**src/rtl/rmii_rx_deframer.sv**
```systemverilog
`default_nettype none
// ============================================================================
// Module      : rmii_rx_deframer
// Description : RMII receive deframer on the 50 MHz reference clock. Samples
//               CRS_DV/RXD dibits at 100M (every cycle) or 10M (one sample per
//               10 cycles), strips preamble/SFD, assembles LSB-first bytes,
//               resolves CRS_DV end-of-frame toggling, optionally checks the
//               FCS, and emits a byte stream with SOF/EOF/error qualifiers.
// Revision    : 1.0 - initial release
// ----------------------------------------------------------------------------
// Ports
//   phy_rmii_ref_clk  in   50 MHz RMII reference clock (only clock)
//   rstn_async        in   asynchronous active-low reset
//   mode_speed        in   1 = 100M, 0 = 10M (taken only while idle)
//   phy_rmii_crsdv    in   RMII CRS_DV
//   phy_rmii_rxer     in   RMII RX_ER
//   phy_rmii_rxd      in   RMII receive dibit
//   out_valid         out  one-cycle strobe, out_data valid
//   out_data          out  received byte, first dibit in [1:0]
//   out_sof           out  first byte of frame (with out_valid)
//   out_eof           out  last byte of frame (with out_valid)
//   out_err           out  frame is bad (with out_eof)
// ============================================================================
module rmii_rx_deframer #(
    parameter int MIN_PREAMBLE = 8,
    parameter int CHECK_FCS    = 1
) (
    input  logic       phy_rmii_ref_clk,
    input  logic       rstn_async,
    input  logic       mode_speed,
    input  logic       phy_rmii_crsdv,
    input  logic       phy_rmii_rxer,
    input  logic [1:0] phy_rmii_rxd,
    output logic       out_valid,
    output logic [7:0] out_data,
    output logic       out_sof,
    output logic       out_eof,
    output logic       out_err
);

    localparam logic [31:0] CRC_POLY    = 32'h04C11DB7;
    // Residue of a good frame in this (non-reflected, LSB-first fed) register.
    localparam logic [31:0] CRC_RESIDUE = 32'hC704DD7B;
    localparam logic [4:0]  MIN_PRE_C   = 5'(MIN_PREAMBLE);
    localparam logic [2:0]  MIN_BYTES   = (CHECK_FCS != 0) ? 3'd4 : 3'd1;

    typedef enum logic [1:0] {
        ST_IDLE = 2'd0,
        ST_PRE  = 2'd1,
        ST_DATA = 2'd2,
        ST_DISC = 2'd3
    } state_t;

    // ------------------------------------------------------------------------
    // Reset: asserted asynchronously, released synchronously.
    // ------------------------------------------------------------------------
    logic [1:0] rst_sync_q;
    logic       rst_n;

    always_ff @(posedge phy_rmii_ref_clk or negedge rstn_async) begin
        if (!rstn_async) rst_sync_q <= 2'b00;
        else             rst_sync_q <= {rst_sync_q[0], 1'b1};
    end
    assign rst_n = rst_sync_q[1];

    // ------------------------------------------------------------------------
    // State
    // ------------------------------------------------------------------------
    state_t      state_q, state_d;
    logic        speed_q, speed_d;
    logic [3:0]  cnt_q, cnt_d;
    logic        crsdv_prev_q;
    logic [4:0]  pre_cnt_q, pre_cnt_d;
    logic        phase_q, phase_d;
    logic        pend_q, pend_d;
    logic [1:0]  pend_dib_q, pend_dib_d;
    logic [1:0]  idx_q, idx_d;
    logic [7:0]  sr_q, sr_d;
    logic [31:0] crc_q, crc_d;
    logic [2:0]  nbytes_q, nbytes_d;
    logic        rxer_seen_q, rxer_seen_d;
    logic [7:0]  hold_q, hold_d;
    logic        hold_vld_q, hold_vld_d;
    logic        hold_first_q, hold_first_d;
    logic        disc_low_q, disc_low_d;
    logic        out_valid_q, out_valid_d;
    logic [7:0]  out_data_q, out_data_d;
    logic        out_sof_q, out_sof_d;
    logic        out_eof_q, out_eof_d;
    logic        out_err_q, out_err_d;

    // ------------------------------------------------------------------------
    // Sample strobe. The speed is frozen outside IDLE. At 10M the mod-10
    // counter is realigned on a CRS_DV rising edge seen in IDLE, that cycle
    // being count 0, so the sample lands mid-dibit at count 5.
    // ------------------------------------------------------------------------
    logic idle;
    logic speed;
    logic rise_clr;
    logic sample;

    assign idle     = (state_q == ST_IDLE);
    assign speed    = idle ? mode_speed : speed_q;
    assign rise_clr = idle && phy_rmii_crsdv && !crsdv_prev_q;
    assign sample   = speed ? 1'b1 : ((cnt_q == 4'd5) && !rise_clr);
    assign speed_d  = speed;
    assign cnt_d    = rise_clr ? 4'd1 : ((cnt_q == 4'd9) ? 4'd0 : cnt_q + 4'd1);

    function automatic logic [31:0] crc_byte(input logic [31:0] crc, input logic [7:0] data);
        logic [31:0] c;
        c = crc;
        for (int i = 0; i < 8; i++) begin
            if (c[31] ^ data[i]) c = {c[30:0], 1'b0} ^ CRC_POLY;
            else                 c = {c[30:0], 1'b0};
        end
        return c;
    endfunction

    // ------------------------------------------------------------------------
    // Next-state / output logic
    // ------------------------------------------------------------------------
    logic [1:0] n_acc;
    logic [1:0] dib0;
    logic [1:0] dib1;
    logic       frame_end;
    logic [7:0] asm_byte;
    logic [2:0] idx_sum;
    logic       crc_bad;

    assign crc_bad = (CHECK_FCS != 0) && (crc_q != CRC_RESIDUE);

    always_comb begin
        state_d      = state_q;
        pre_cnt_d    = pre_cnt_q;
        phase_d      = phase_q;
        pend_d       = pend_q;
        pend_dib_d   = pend_dib_q;
        idx_d        = idx_q;
        sr_d         = sr_q;
        crc_d        = crc_q;
        nbytes_d     = nbytes_q;
        rxer_seen_d  = rxer_seen_q;
        hold_d       = hold_q;
        hold_vld_d   = hold_vld_q;
        hold_first_d = hold_first_q;
        disc_low_d   = disc_low_q;
        out_valid_d  = 1'b0;
        out_data_d   = 8'h00;
        out_sof_d    = 1'b0;
        out_eof_d    = 1'b0;
        out_err_d    = 1'b0;
        n_acc        = 2'd0;
        dib0         = phy_rmii_rxd;
        dib1         = phy_rmii_rxd;
        frame_end    = 1'b0;
        asm_byte     = sr_q;
        idx_sum      = 3'd0;

        if (sample) begin
            case (state_q)
                ST_IDLE: begin
                    if (phy_rmii_crsdv) begin
                        state_d   = ST_PRE;
                        pre_cnt_d = (phy_rmii_rxd == 2'b01) ? 5'd1 : 5'd0;
                    end
                end
                ST_PRE: begin
                    if (!phy_rmii_crsdv) begin
                        state_d = ST_IDLE;
                    end else if (phy_rmii_rxd == 2'b01) begin
                        if (pre_cnt_q != 5'd31) pre_cnt_d = pre_cnt_q + 5'd1;
                    end else if ((phy_rmii_rxd == 2'b11) && (pre_cnt_q >= MIN_PRE_C)) begin
                        state_d     = ST_DATA;
                        phase_d     = 1'b0;
                        pend_d      = 1'b0;
                        idx_d       = 2'd0;
                        sr_d        = 8'h00;
                        crc_d       = 32'hFFFF_FFFF;
                        nbytes_d    = 3'd0;
                        rxer_seen_d = 1'b0;
                        hold_vld_d  = 1'b0;
                    end else begin
                        state_d    = ST_DISC;
                        disc_low_d = 1'b0;
                    end
                end
                ST_DATA: begin
                    phase_d     = ~phase_q;
                    rxer_seen_d = rxer_seen_q | phy_rmii_rxer;
                    if (!phase_q) begin
                        // CRS_DV low on an even sample may be a carrier toggle;
                        // the odd sample decides whether the dibit is kept.
                        if (phy_rmii_crsdv) begin
                            n_acc = 2'd1;
                        end else begin
                            pend_d     = 1'b1;
                            pend_dib_d = phy_rmii_rxd;
                        end
                    end else if (pend_q) begin
                        pend_d = 1'b0;
                        if (phy_rmii_crsdv) begin
                            n_acc = 2'd2;
                            dib0  = pend_dib_q;
                        end else begin
                            frame_end = 1'b1;
                        end
                    end else begin
                        n_acc = 2'd1;
                    end
                end
                default: begin
                    if (!phy_rmii_crsdv) begin
                        if (disc_low_q) state_d = ST_IDLE;
                        disc_low_d = 1'b1;
                    end else begin
                        disc_low_d = 1'b0;
                    end
                end
            endcase
        end

        // Byte assembly. Two dibits are only accepted on an odd sample with the
        // pending dibit at an even index, so they never straddle a byte.
        if (n_acc != 2'd0) begin
            asm_byte[{idx_q, 1'b0} +: 2] = dib0;
            if (n_acc == 2'd2) asm_byte[{idx_q + 2'd1, 1'b0} +: 2] = dib1;
            idx_sum = {1'b0, idx_q} + {1'b0, n_acc};
            idx_d   = idx_sum[1:0];
            sr_d    = asm_byte;
            if (idx_sum[2]) begin
                crc_d = crc_byte(crc_q, asm_byte);
                if (nbytes_q != 3'd4) nbytes_d = nbytes_q + 3'd1;
                // One-byte delay so the last byte can carry EOF.
                if (hold_vld_q) begin
                    out_valid_d = 1'b1;
                    out_data_d  = hold_q;
                    out_sof_d   = hold_first_q;
                end
                hold_d       = asm_byte;
                hold_vld_d   = 1'b1;
                hold_first_d = !hold_vld_q;
            end
        end

        if (frame_end) begin
            state_d    = ST_IDLE;
            hold_vld_d = 1'b0;
            if (hold_vld_q) begin
                out_valid_d = 1'b1;
                out_data_d  = hold_q;
                out_sof_d   = hold_first_q;
                out_eof_d   = 1'b1;
                out_err_d   = rxer_seen_d | (idx_q != 2'd0) | crc_bad |
                              (nbytes_q < MIN_BYTES);
            end
        end
    end

    always_ff @(posedge phy_rmii_ref_clk or negedge rst_n) begin
        if (!rst_n) begin
            state_q      <= ST_IDLE;
            speed_q      <= 1'b0;
            cnt_q        <= 4'd0;
            crsdv_prev_q <= 1'b0;
            pre_cnt_q    <= 5'd0;
            phase_q      <= 1'b0;
            pend_q       <= 1'b0;
            pend_dib_q   <= 2'd0;
            idx_q        <= 2'd0;
            sr_q         <= 8'h00;
            crc_q        <= 32'd0;
            nbytes_q     <= 3'd0;
            rxer_seen_q  <= 1'b0;
            hold_q       <= 8'h00;
            hold_vld_q   <= 1'b0;
            hold_first_q <= 1'b0;
            disc_low_q   <= 1'b0;
            out_valid_q  <= 1'b0;
            out_data_q   <= 8'h00;
            out_sof_q    <= 1'b0;
            out_eof_q    <= 1'b0;
            out_err_q    <= 1'b0;
        end else begin
            state_q      <= state_d;
            speed_q      <= speed_d;
            cnt_q        <= cnt_d;
            crsdv_prev_q <= phy_rmii_crsdv;
            pre_cnt_q    <= pre_cnt_d;
            phase_q      <= phase_d;
            pend_q       <= pend_d;
            pend_dib_q   <= pend_dib_d;
            idx_q        <= idx_d;
            sr_q         <= sr_d;
            crc_q        <= crc_d;
            nbytes_q     <= nbytes_d;
            rxer_seen_q  <= rxer_seen_d;
            hold_q       <= hold_d;
            hold_vld_q   <= hold_vld_d;
            hold_first_q <= hold_first_d;
            disc_low_q   <= disc_low_d;
            out_valid_q  <= out_valid_d;
            out_data_q   <= out_data_d;
            out_sof_q    <= out_sof_d;
            out_eof_q    <= out_eof_d;
            out_err_q    <= out_err_d;
        end
    end

    assign out_valid = out_valid_q;
    assign out_data  = out_data_q;
    assign out_sof   = out_sof_q;
    assign out_eof   = out_eof_q;
    assign out_err   = out_err_q;

endmodule
`default_nettype wire

```
**config.mk**
```make
export PLATFORM = sky130hd
export DESIGN_NAME = rmii_rx_deframer
export DESIGN_NICKNAME = d
export VERILOG_FILES = /design/src/rtl/rmii_rx_deframer.sv
export SDC_FILE = /design/constraint.sdc
export NUM_CORES = 1
export LEC_CHECK = 0
export BUFFER_PORTS_ARGS = -buffer_cell sky130_fd_sc_hd__buf_2
export CORE_UTILIZATION = 60
export DETAILED_ROUTE_END_ITERATION = 6
export GPL_TIMING_DRIVEN = 0
export PLACE_DENSITY = 0.76
export SYNTH_ARGS = -nofsm -noshare
export SYNTH_HDL_FRONTEND = slang
export SYNTH_SLANG_ARGS = --single-unit
export TNS_END_PERCENT = 50
```
**constraint.sdc**
```tcl
create_clock -name phy_rmii_ref_clk -period 2.85 [get_ports phy_rmii_ref_clk]
set_input_delay 0.285 -clock phy_rmii_ref_clk [delete_from_list [all_inputs] [get_ports phy_rmii_ref_clk]]
set_output_delay 0.285 -clock phy_rmii_ref_clk [all_outputs]
set_load 0.01 [all_outputs]
```
==> results of run 1 <==
==> registers in the layout (all words and copies together) (netlist names) <==
signal / flops
speed_q: 1
pend_dib_q: 2
cnt_q: 4
crsdv_prev_q: 1
out_sof: 1
pend_q: 1
hold_vld_q: 1
pre_cnt_q: 5
rxer_seen_q: 1
out_valid: 1
out_eof: 1
hold_q: 8
nbytes_q: 3
state_q: 2
phase_q: 1
idx_q: 2
rst_sync_q: 2
out_err: 1
sr_q: 8
crc_q: 32
out_data: 8
hold_first_q: 1
disc_low_q: 1
==> power by group <==
part,leakage [nW],internal [W],switching (W)
Combinational,2.08,0.00351,0.00313
Clock,0.101,0.000344,0.000555
Sequential,1.18,0.00145,0.000272
Total,3.37,0.00531,0.00396
==> layer usage <==
metal  wire (µm)  vias up  global-route usage
li1            -     2007                   -
met1        7250     2471              0.5008
met2        8828      482              0.6024
met3        2267      151             0.07576
met4        1533        0              0.2313
met5           0        -                   0
==> area by class of cell <==
class                           instances  share of cell area
Buffer                                 25             0.02811
Clock buffer                            9             0.01687
Sequential cell                        88              0.3006
Timing Repair Buffer                  110              0.1440
Multi-Input combinational cell        372              0.4715
Clock inverter                          7             0.01005
Inverter                               19             0.01108
Tap cell                              105             0.01789
==> through the flow <==
stage	hold slack, ps	TNS (ps)
finish	77.46	-9898
global route	69.10	-13240
CTS	88.96	-3052
detailed placement	72.15	-15680
global placement	70.94	-78280
floorplan	-10.59	-2661
==> worst reg2reg max path: stages (launching register included) <==
cell and delay, ps:
dfrtp_1 410, buf_4 190, ha_2 340, nor4bb_4 350, a21oi_1 130, o32a_1 330, a32oi_4 280, xnor2_4 210
buf_4 170, buf_6 100, xor2_4 240, xor3_1 290, a21oi_2 200
==> layout by cell type, fill, tap and decap left out, drive strengths merged, types with 3 or more instances in the layout <==
| master | count |
|---|---|
| mux2 | 4 |
| nor2 | 22 |
| a31oi | 3 |
| clkinv | 4 |
| nor2b | 7 |
| o31ai | 8 |
| and4b | 3 |
| a21oi | 49 |
| xnor3 | 12 |
| xor2 | 25 |
| buf | 122 |
| xor3 | 6 |
| o21a | 6 |
| nand4 | 7 |
| nand3 | 12 |
| nor3 | 31 |
| dfrtp | 88 |
| and2 | 11 |
| nand2 | 41 |
| xnor2 | 21 |
| o21ai | 36 |
| mux2i | 3 |
| clkbuf | 21 |
| o211ai | 5 |
| nand2b | 3 |
| or3 | 7 |
| inv | 22 |
| ha | 15 |
==> final timing paths <==
check	depth (start not counted)	slack [ps]	to
max in group asynchronous	1	1890	crc_q[22]
worst min register to register	0	330	nbytes_q[1]
worst max-delay path	12	-470	crc_q[4]
worst max register to register	12	-470	crc_q[4]
worst min-delay path	1	80	crsdv_prev_q
min in group asynchronous	2	210	rst_sync_q[1]
==> logic make-up (layout without fill, tap and decap cells) <==
kind of cell,after synthesis,in the layout,share of synthesized area
flops,88,88,0.4208
buf+inv,46,170,0.03777
mux,7,7,0.01506
other cells,1,1,0.0007165
xor+xnor,64,64,0.1762
compound gates,124,124,0.1475
simple gates,160,160,0.1623
fa+ha+maj,16,16,0.03968
==> repair_timing <==
action / CTS / global route
buffers inserted: 63 / 32
hold buffers: 1 / 0
setup endpoints to repair: 52 / 56
pin swaps: 53 / 30
gates resized for setup: 80 / 90
gates cloned: 0 / 1
hold endpoints to repair: 2 / 0
==> results.cfg, run 1 <==
[die]
ios = 19
die_height_um = 95.40
die_w_um = 95.40
dieArea_um2 = 9100
start_util = 0.6275
floorplan.core_area_um2 = 8341
row_count = 33

[clock_network]
clock_sink_count = 88
clock_tree.root_cell = clkbuf_8
clockBufferDepth = 2
htree_num_levels = 3
worst_skew_pair.late_latency_ps = 390
tritoncts = done
worst_setup_hold_path_clk_slew_ps = 110
numCtsBuffers = 9

[synthesis]
yosys_warnings = 0
synthesis.nets = 529
synth_top_cell_by_area = dfrtp_1
synth.top_cells.by_area = dfrtp_1 42%, xnor3_1 4.7%, a21oi_1 4.7%
netlist_top_cells_count = 88 x dfrtp_1, 49 x a21oi_1, 41 x nand2_1
synth_most_common_cell = dfrtp_1
synthDominantCellAreaShare = 0.4208
synth_top_flop_cell = dfrtp_1
postSynthRegisterBits = 88
syn-mean-instance-area_um2 = 10.34
yosysSeqAreaShare = 0.4208
synth_enable_flop_cells = 0
syn_area_um2 = 5234
synth_cell_types = 67
synth_async_sr_flop_share = 1.000
netlist_instances = 506

[worst_setup_path]
worst-path-max-fanout = 7
worst_ep_arrival_time_ps = 3630
cp_num_buf_inv = 3
critPathCaptureType = flop
required_ps = 3150
cp-start-kind = flop
path_cells = buf_4 -> ha_2 -> nor4bb_4 -> a21oi_1 -> o32a_1 -> a32oi_4 -> xnor2_4 -> buf_4 -> buf_6 -> xor2_4 -> xor3_1 -> a21oi_2
crit_path_max_incr_delay_ps = 410
crit_path_start = idx_q[0]
cell_family_with_most_cp_delay = compound AO/OA/AOI/OAI gates
worst-setup-path-type = flop to flop
crit_path_frequent_cell = buf_4
cp_slowest_cell = dfrtp_1
r2r_start = idx_q[0]

[place]
port_buf_inserts = 16
place_worst_setup_slack_ps = -729.5
place_hpwl_um = 8685
placed_area_um2 = 5649
post-place-cells = 628
gp_congestion = 0.9270

[cells_and_area]
antenna-diode-count = 0
drive_gt1_frac = 0.3810
areaGrowthSynthToFinish_pct = 40.31
seq_area_um2 = 2207
final_area_um2 = 7343
final-instance-count-excl-fill = 735
design.final.nets = 648
postLayoutCoreUtil = 0.8804
filler_cell_count = 354
multi_input_area_um2 = 3462

[hold_path]
hold_startpoint = phy_rmii_crsdv
min-delay-path-class = input port to flop

[sta]
max_slew.worst_pin.slew_ps = 815.1
fmax_ghz = 0.3010
finalSetupViolCount = 40
relative_slew_slack = 0.4524
min_period_over_period = 1.166
post-route-worst-setup-slack_ps = -472.5
finalClockSkew_ps = 18.90
slew_violations = 0
finalCriticalPeriod_ps = 3322
grt_setup_unrepaired = true
finalHoldViolations = 0

[pwr]
fin_total_pwr_w = 0.009268
vdd_ir_drop_max_mv = 0.8256
p_leak_nw = 3.367
power_per_cell_area_nw_per_um2 = 1262

[global_routing]
grt_start_max_net_pins = 46
antenna_found_initial = 0
grt_pass1_wl_um = 25360
first_global_vias = 4629
globalRouteTotalUtil = 0.3866
grt.overflow.total = 0

[routing]
number_of_vias_per_cell_after_detailed_routing = 6.954
dr_total_vias = 5111
route.detailed.wl_per_inst_um = 27.05
antenna_violating_nets_left = 0
firstDrtPassIters = 6
drt_wl_total_um = 19880
drt_first_iter_violations = 729
detail_route.drc_violations = 0

[outcome]
violations = negative setup slack
outcome = finished with violations

[job]
drv_cap = 0
(Power assumes the default switching activity.)
==> run 2: changes to the inputs <==
--- a/config.mk
+++ b/config.mk
@@ -7,8 +7,8 @@
 export LEC_CHECK = 0
 export BUFFER_PORTS_ARGS = -buffer_cell sky130_fd_sc_hd__buf_2
-export CORE_UTILIZATION = 60
+export CORE_UTILIZATION = 30
 export DETAILED_ROUTE_END_ITERATION = 6
 export GPL_TIMING_DRIVEN = 0
-export PLACE_DENSITY = 0.76
+export PLACE_DENSITY = 0.43
 export SYNTH_ARGS = -nofsm -noshare
 export SYNTH_HDL_FRONTEND = slang
==> constraint.sdc (replaced) <==
create_clock -name phy_rmii_ref_clk -period 2.85 [get_ports phy_rmii_ref_clk]
set_input_delay 0.285 -clock phy_rmii_ref_clk [delete_from_list [all_inputs] [get_ports phy_rmii_ref_clk]]
set_output_delay 0.285 -clock phy_rmii_ref_clk [all_outputs]
set_load 0.02 [all_outputs]
==> results.cfg, run 2 (synthesis gave the netlist of run 1 again) <==
[worst_setup_path]
worst-setup-path-type = flop to flop
worst-path-max-fanout = 7
worst_ep_arrival_time_ps = 3330
path_cells = inv_2 -> ha_4 -> and3b_1 -> buf_6 -> o21ba_4 -> buf_6 -> buf_12 -> o31ai_2 -> a2bb2oi_4 -> xnor2_4 -> buf_12 -> xor2_4 -> buf_12 -> xnor3_1 -> o21a_1
cp_num_buf_inv = 6
cp-start-kind = flop
required_ps = 3090
cell_family_with_most_cp_delay = compound AO/OA/AOI/OAI gates
critPathCaptureType = flop
regToRegSetupSlack_ps = -240
crit_path_start = state_q[0]
r2r_start = state_q[0]
crit_path_frequent_cell = buf_12
cp_slowest_cell = dfrtp_1
crit_path_max_incr_delay_ps = 370

[routing]
antenna_violating_nets_left = 0
drt_wl_total_um = 15180
route.detailed.wl_per_inst_um = 18.29
dr_total_vias = 4177
number_of_vias_per_cell_after_detailed_routing = 5.033
top_layer_used = met4
route.met3.wl_um = 602
firstDrtPassIters = 5
drt_first_iter_violations = 272
detail_route.drc_violations = 0
met1_length_um = 7356
met2_length_um = 6940

[die]
dieArea_um2 = 17980
ios = 19
start_util = 0.3112
die_height_um = 134.1
floorplan.core_area_um2 = 16820
row_count = 47
die_w_um = 134.1

[pwr]
fin_total_pwr_w = 0.008777
power_per_cell_area_nw_per_um2 = 1211
p_leak_nw = 3.244
vdd_ir_drop_max_mv = 0.4181

[global_routing]
globalRouteTotalUtil = 0.1810
antenna_found_initial = 0
grt_start_max_net_pins = 46
grt.overflow.total = 0
first_global_vias = 4389
grt_pass1_wl_um = 24660

[clock_network]
clockBufferDepth = 2
worst_skew_pair.late_latency_ps = 350
tritoncts = done
htree_num_levels = 3
numCtsBuffers = 9
worst_setup_hold_path_clk_slew_ps = 70
clock_tree.root_cell = clkbuf_16
clock_sink_count = 88

[sta]
relative_slew_slack = 0.5144
fmax_ghz = 0.3241
finalHoldViolations = 0
grt_setup_unrepaired = true
finalCriticalPeriod_ps = 3085
post-route-worst-setup-slack_ps = -235.4
slew_violations = 0
max_slew.worst_pin.slew_ps = 728.4
finalClockSkew_ps = 10.06
finalSetupViolCount = 22
min_period_over_period = 1.083

[cells_and_area]
design.final.nets = 628
max_flop_register = crc_q
drive_gt1_frac = 0.3295
antenna-diode-count = 0
final_common_cell = dfrtp_1
most-common-layout-cells = 86 x dfrtp_1, 42 x a21oi_1, 42 x buf_4, 40 x nand2_1, 33 x o21ai_0
areaGrowthSynthToFinish_pct = 38.51
final-instance-count-excl-fill = 830
flip_flop_count_of_the_largest_register_after_layout = 32

[outcome]
violations = negative setup slack
outcome = finished with violations

[job]
drv_cap = 0

[place]
post-place-cells = 743
place_hpwl_um = 9647
port_buf_inserts = 16
place_worst_setup_slack_ps = -860.0
gp_congestion = 0.8565

[hold_path]
min-delay-path-class = input port to flop
hold_startpoint = phy_rmii_crsdv
## run 2: worst reg2reg max path, stage by stage (launching register included)
cell,delay [ps]
dfrtp_1,370
inv_2,70
ha_4,170
and3b_1,170
buf_6,130
o21ba_4,230
buf_6,130
buf_12,120
o31ai_2,330
a2bb2oi_4,130
xnor2_4,160
buf_12,150
xor2_4,180
buf_12,140
xnor3_1,330
o21a_1,170
## run 2: power breakdown
part / switching [W] / internal, W
registers: 0.000230 / 0.00145
clock network: 0.000553 / 0.000623
logic: 0.00246 / 0.00346
total: 0.00324 / 0.00553
## run 2: metal layers
layer / global-route usage / vias up
li1: - / 1979
met3: 0.03212 / 21
met1: 0.2474 / 2090
met5: 0 / -
met4: 0.07116 / 0
met2: 0.2844 / 87
## run 2: repair_timing
action | 4_1_cts | 5_1_grt
buffers inserted | 66 | 11
gates resized for setup | 67 | 46
pin swaps | 49 | 31
setup endpoints to repair | 55 | 55
hold endpoints to repair | 2 | 0
cloned | 0 | 0
hold buffers | 1 | 0
## run 2: layout make-up
cell class	count	area [µm²]
buffer	25	201.4
clock buffer	11	242.7
clock inverter	5	40.04
fill	1636	9569
inverter	19	81.33
multi-input combinational	372	3313
sequential	88	2207
tap	220	275.3
timing repair buffer	90	888.4
## run 2: through the flow
| stage | utilization | hold WS [ps] | setup TNS (ps) | instance area (µm²) |
|---|---|---|---|---|
| 2_1_floorplan | - | -10.59 | -2661 | 5406 |
| 3_3_place_gp | 0.3426 | 69.83 | -115590 | 5762 |
| 3_5_place_dp | 0.3444 | 72.31 | -21600 | 5793 |
| 4_1_cts | 0.4175 | 101.2 | -4827 | 7022 |
| 5_1_grt | 0.4310 | 107.1 | -7866 | 7249 |
| 6_report | 0.4310 | 111.0 | -3732 | 7249 |
## run 2: worst paths after layout
kind | end | cells past startpoint
min reg2reg | rst_sync_q[1] | 0
min | crsdv_prev_q | 1
max | crc_q[9] | 15
max in group asynchronous | crc_q[30] | 1
max reg2reg | crc_q[9] | 15
min in group asynchronous | rst_sync_q[0] | 2
